<file path="config.mk">
export PLATFORM = sky130hd
export DESIGN_NAME = mjb_input_frontend
export DESIGN_NICKNAME = d
export VERILOG_FILES = /design/src/rtl/mjb_pkg.sv /design/src/rtl/btn_debounce.sv /design/src/rtl/mjb_input_frontend.sv
export SDC_FILE = /design/constraint.sdc
export NUM_CORES = 1
export LEC_CHECK = 0
export CAP_MARGIN = 20
export CORE_UTILIZATION = 25
export CTS_CLUSTER_DIAMETER = 30
export DETAILED_ROUTE_END_ITERATION = 12
export PLACE_DENSITY = 0.51
export SLEW_MARGIN = 20
export SYNTH_ARGS = -nofsm -noshare
export SYNTH_HDL_FRONTEND = slang
export SYNTH_SLANG_ARGS = --single-unit
</file>
<file path="constraint.sdc">
create_clock -name ck -period 1.7 [get_ports ck]
set_clock_uncertainty 0.2 [all_clocks]
set_input_delay 0.34 -clock ck [delete_from_list [all_inputs] [get_ports ck]]
set_output_delay 0.34 -clock ck [all_outputs]
set_load 0.02 [all_outputs]
</file>
<file path="src/rtl/mjb_pkg.sv">
// rtl/mjb_pkg.sv - choice codes, round state type and press encoder for the input frontend
package mjb_pkg;

   localparam logic [1:0] CH_NONE    = 2'b00;
   localparam logic [1:0] CH_ROCK    = 2'b01;
   localparam logic [1:0] CH_SCISSOR = 2'b10;
   localparam logic [1:0] CH_PAPER   = 2'b11;

   typedef enum logic [1:0] {
      IDLE    = 2'd0,
      COLLECT = 2'd1,
      READY   = 2'd2
   } state_t;

   // press is {P,S,R}, active-high; anything that is not one-hot maps to none
   function automatic logic [1:0] encode_press(input logic [2:0] press);
      logic [1:0] ch;
      ch = CH_NONE;
      case (press)
         3'b001:  ch = CH_ROCK;
         3'b010:  ch = CH_SCISSOR;
         3'b100:  ch = CH_PAPER;
         default: ch = CH_NONE;
      endcase
      return ch;
   endfunction

endpackage

</file>
<file path="src/rtl/btn_debounce.sv">
// rtl/btn_debounce.sv - two-flop synchroniser and stable-count debouncer for one active-low button
module btn_debounce #(
   parameter int DEBOUNCE_CYCLES = 16
) (
   input  logic ck,
   input  logic reset_n,
   input  logic raw_n,
   output logic level_n
);

   localparam int               CNT_W   = $clog2(DEBOUNCE_CYCLES + 1);
   localparam logic [CNT_W-1:0] CNT_MAX = CNT_W'(DEBOUNCE_CYCLES);

   logic             sync1_n;
   logic             sync2_n;
   logic [CNT_W-1:0] cnt;

   // level flips on the first disagreeing sample after the counter has seen
   // DEBOUNCE_CYCLES disagreeing samples in a row
   always_ff @(posedge ck or negedge reset_n) begin
      if (!reset_n) begin
         sync1_n <= 1'b1;
         sync2_n <= 1'b1;
         level_n <= 1'b1;
         cnt     <= '0;
      end else begin
         sync1_n <= raw_n;
         sync2_n <= sync1_n;
         if (sync2_n == level_n) begin
            cnt <= '0;
         end else if (cnt == CNT_MAX) begin
            level_n <= sync2_n;
            cnt     <= '0;
         end else begin
            cnt <= cnt + 1'b1;
         end
      end
   end

endmodule

</file>
<file path="src/rtl/mjb_input_frontend.sv">
// rtl/mjb_input_frontend.sv - debounces six hand buttons, latches one choice per player, hands both to the core
module mjb_input_frontend
   import mjb_pkg::*;
#(
   parameter int DEBOUNCE_CYCLES = 16
) (
   input  logic       ck,
   input  logic       reset_n,
   input  logic [5:0] raw_n,
   input  logic       arm,
   input  logic       take,
   output logic [1:0] p1_choice,
   output logic [1:0] p2_choice,
   output logic       valid,
   output logic [1:0] conflict
);

   logic [5:0]      level_n;
   logic [1:0][2:0] press;
   logic [1:0][1:0] choice;
   logic [1:0]      rel_seen;
   logic [1:0]      released;
   logic [1:0]      one_hot;
   logic [1:0]      multi;
   logic [1:0]      cap_now;
   logic [1:0]      captured_next;
   state_t          state;

   for (genvar i = 0; i < 6; i++) begin : g_line
      btn_debounce #(
         .DEBOUNCE_CYCLES (DEBOUNCE_CYCLES)
      ) u_debounce (
         .ck      (ck),
         .reset_n (reset_n),
         .raw_n   (raw_n[i]),
         .level_n (level_n[i])
      );
   end

   assign press = ~level_n;

   // arm low outranks capture, so a capture edge needs arm as well as COLLECT
   for (genvar p = 0; p < 2; p++) begin : g_player
      assign released[p]      = (press[p] == 3'b000);
      assign one_hot[p]       = $onehot(press[p]);
      assign multi[p]         = !one_hot[p] && !released[p];
      assign cap_now[p]       = arm && (state == COLLECT) && (choice[p] == CH_NONE)
                                && one_hot[p] && rel_seen[p];
      assign captured_next[p] = (choice[p] != CH_NONE) || cap_now[p];
   end

   always_ff @(posedge ck or negedge reset_n) begin
      if (!reset_n) begin
         state    <= IDLE;
         choice   <= '0;
         rel_seen <= 2'b11;
         conflict <= 2'b00;
      end else begin
         rel_seen <= (rel_seen & ~cap_now) | released;
         conflict <= (conflict | multi) & ~released;
         if (!arm) begin
            state  <= IDLE;
            choice <= '0;
         end else begin
            case (state)
               IDLE: state <= COLLECT;
               COLLECT: begin
                  if (cap_now[0]) choice[0] <= encode_press(press[0]);
                  if (cap_now[1]) choice[1] <= encode_press(press[1]);
                  if (&captured_next) state <= READY;
               end
               READY: begin
                  if (take) begin
                     state  <= COLLECT;
                     choice <= '0;
                  end
               end
               default: state <= IDLE;
            endcase
         end
      end
   end

   assign p1_choice = choice[0];
   assign p2_choice = choice[1];
   assign valid     = (state == READY);

endmodule

</file>
==> results by group <==
Run status
  • Status: finished, violations left
  • Violated checks: negative setup slack

Floorplan
  • Starting Density: roughly 26%
  • Die Wd: 104 um
  • Row count: 37
  • Core Region: 10200 um^2
  • Io pins: 17
  • Die height: approximately 100 um
  • Die Area: ~11000 um^2

Power
  • Pwr Total: approximately 0.0032 W
  • P per Cell Area: around 1000 nW/um^2
  • Max VDD drop: 455 uV
  • Pleak: 1.48 nW

Worst setup path
  • Largest fanout on the critical path: 2
  • Worst Setup End Kind: register
  • Crit Path Category: register to register
  • WP data required: around 1.8 ns
  • RR Startpoint: g_line[5].u_debounce.level_n
  • Reg2reg end: rel_seen[1]
  • Worst Reg-to-Reg Cells: 4
  • Arrival time worst endpoint: about 1.9 ns
  • Reg2Reg Setup Slack: -0.13 ns
  • Crit path from: g_line[5].u_debounce.level_n
  • Startpoint types: register

Detailed routing
  • Number of routed nets with antenna violations: 0
  • Drt via density: around 4.0
  • Routed vias: roughly 1600
  • Residual DRC: 0
  • Final wirelength: around 4.2 mm
  • Wire per inst: 10.4 um
  • DRT iter0 DRCs: 58
  • 1st-pass router iterations: 4

Place
  • Hpwl dp: about 2.8 mm
  • Port Buffers: 16
  • Dpl ws: -0.140 ns
  • GPL Wtd Cong: 0.725

Worst hold path
  • Min-Delay Path Class: register to register
  • Hold Startpoint: g_line[4].u_debounce.sync1_n
  • Hold Path Sink: g_line[4].u_debounce.sync2_n
  • Worst Hold Depth: 0

Global route
  • First-pass GRT wire length: between 7 and 8 mm
  • Vias in the first global route: roughly 1700
  • Gr ovfl total: 0
  • Largest net degree at the start of global routing: approximately 60
  • Initial antenna violation count: 0
  • Gr usage total: under 10%

Flow run
  • Max-cap viol count: 0

STA
  • Fin worst setup slack: -0.134 ns
  • Max-slew violations: 0
  • Setup violations, final: 7
  • Tcrit/Tclk final: 108%
  • RSZ-0062 raised after global routing: true
  • Crit path time final: around 1.8 ns
  • Slew margin rel.: 72.2%
  • Hold Violations, Final: 0
  • Worst Tran Pin Value: 0.414 ns
  • Setup TNS: -0.568 ns
  • Fmax: about 0.55 GHz

CTS
  • CTS clk-pin slew, worst paths: about 0.07 ns
  • Htree depth: 3
  • TritonCTS clock tree: yes
  • CTS buffer count: 9
  • Clock Latency Late Sink: between 0.3 and 0.4 ns
  • Root Buffer Master: clkbuf_8
  • Setup bufs post-CTS: 0
  • Longest Clk Path Bufs: 2
  • Clk sinks: between 50 and 60

Synthesis
  • Synth warn: 0
  • Synth Cell Area: ~2600 um^2
  • Asr flop ratio synth: 100%
  • Syn nets: between 200 and 250
  • Post-synth EDFFs: 0
  • Post-synthesis sequential area ratio: about 56%
  • Prevailing post-synth register cell: dfrtp_1
  • Unique masters post-synth: 35
  • FF+latch count, synth: 58
  • Synthesized area per cell: approximately 12 um^2
  • Syn Inst Count: 220

Cells and area
  • Commonest non-fill, non-tap cell in the layout: dfrtp_1
  • N_diodes: 0
  • Most frequent cells in the layout: dfrtp_1, nor2_1, dfstp_2
  • Nets: about 290
  • Layout cells sized above 1: between 20% and 30%
  • P&R area growth vs syn: 26.5%
==> cells by family after synthesis <==
| family | synth area share [%] |
|---|---|
| AOI/OAI and AO/OA | 6.15 |
| adders and majority gates | 8.02 |
| DFF | 56.3 |
| muxes | 2.58 |
| xor gates and xnor gates | 9.35 |
| buffers and inverters | 2.81 |
| and+or+nand+nor | 14.8 |
==> layer usage <==
| layer | vias to the layer above | share of wire (%) | track usage (%) |
|---|---|---|---|
| met5 | - | 0 | 0 |
| met1 | 767 | 50 | 11.0 |
| li1 | 822 | - | - |
| met3 | 11 | 2.2 | 1.88 |
| met2 | 20 | 44 | 13.2 |
| met4 | 0 | 3.4 | 7.04 |
==> where the power goes <==
part / total, W / internal (W) / switching [W]
Combinational: 0.000163 / 0.0000767 / 0.0000865
Clock: 0.00159 / 0.00105 / 0.000537
Sequential: 0.00149 / 0.00144 / 0.0000430
Total: 0.00324 / 0.00257 / 0.000667
==> stage by stage <==
step	instance area (um^2)	hold WS [ns]	util, %	cells
after global routing	3320	0.160	32.4	402
after CTS	3320	0.156	32.4	402
after detailed placement	3060	0.147	29.9	385
after floorplan	2620	-0.156	-	220
after global placement	3060	0.147	29.9	385
final	3320	0.156	32.4	402
==> cell type report <==
| class | instances | area [um^2] |
|---|---|---|
| clock buffers | 11 | 151 |
| clock inverters | 5 | 100 |
| fillers | 1004 | 6910 |
| inverters | 17 | 63.8 |
| multi-input cells | 143 | 1070 |
| flip-flops and latches | 58 | 1480 |
| well taps | 136 | 170 |
| repair buffers | 32 | 282 |
==> synthesized netlist by cell type (2+ instances only) <==
master / number / area share, %
ha_1: 12 / 5.7
o211ai_1: 3 / 0.86
inv_1: 17 / 2.4
nand2_1: 9 / 1.3
nor2_1: 25 / 3.6
xor2_1: 15 / 5.0
xnor2_1: 13 / 4.3
dfrtp_1: 38 / 36
nand4b_1: 3 / 1.0
dfstp_2: 20 / 20
buf_2: 2 / 0.38
o21ai_1: 2 / 0.38
nor3_1: 6 / 1.1
nand4bb_1: 2 / 0.86
mux2_1: 6 / 2.6
fa_1: 3 / 2.3
nand3_1: 13 / 2.5
o31ai_1: 4 / 1.1
a22o_1: 4 / 1.3
and2_1: 7 / 1.7
nor3b_1: 2 / 0.57
==> worst max-delay path, cell delays in order (launching register included) <==
cell	delay [ns]
dfstp_2	0.54
fa_1	0.42
or3_1	0.32
o31ai_1	0.20
nand2_1	0.08
==> sequential cells by signal, summed over array words and instances (netlist names) <==
signal                     flops
conflict                       2
g_line.u_debounce.cnt         30
g_line.u_debounce.level_n      6
g_line.u_debounce.sync1_n      6
g_line.u_debounce.sync2_n      6
p1_choice                      2
p2_choice                      2
rel_seen                       2
state                          2
==> timing repair <==
action / 4_1_cts / 5_1_grt
hold buffers: 1 / 0
cloned: 0 / 0
setup endpoints to repair: 14 / 9
gates resized for setup: 9 / 3
endpoints found under the hold margin: 38 / 0
pin swaps: 6 / 5
==> worst max-delay path by stage <==
stage                        endpoint  cells past startpoint
after floorplan           rel_seen[1]                      4
after global placement    rel_seen[1]                      4
after detailed placement     state[0]                      4
after CTS                 rel_seen[1]                      4
after global routing         state[0]                      4
final                     rel_seen[1]                      4
Power figures use the tool's default switching activity.
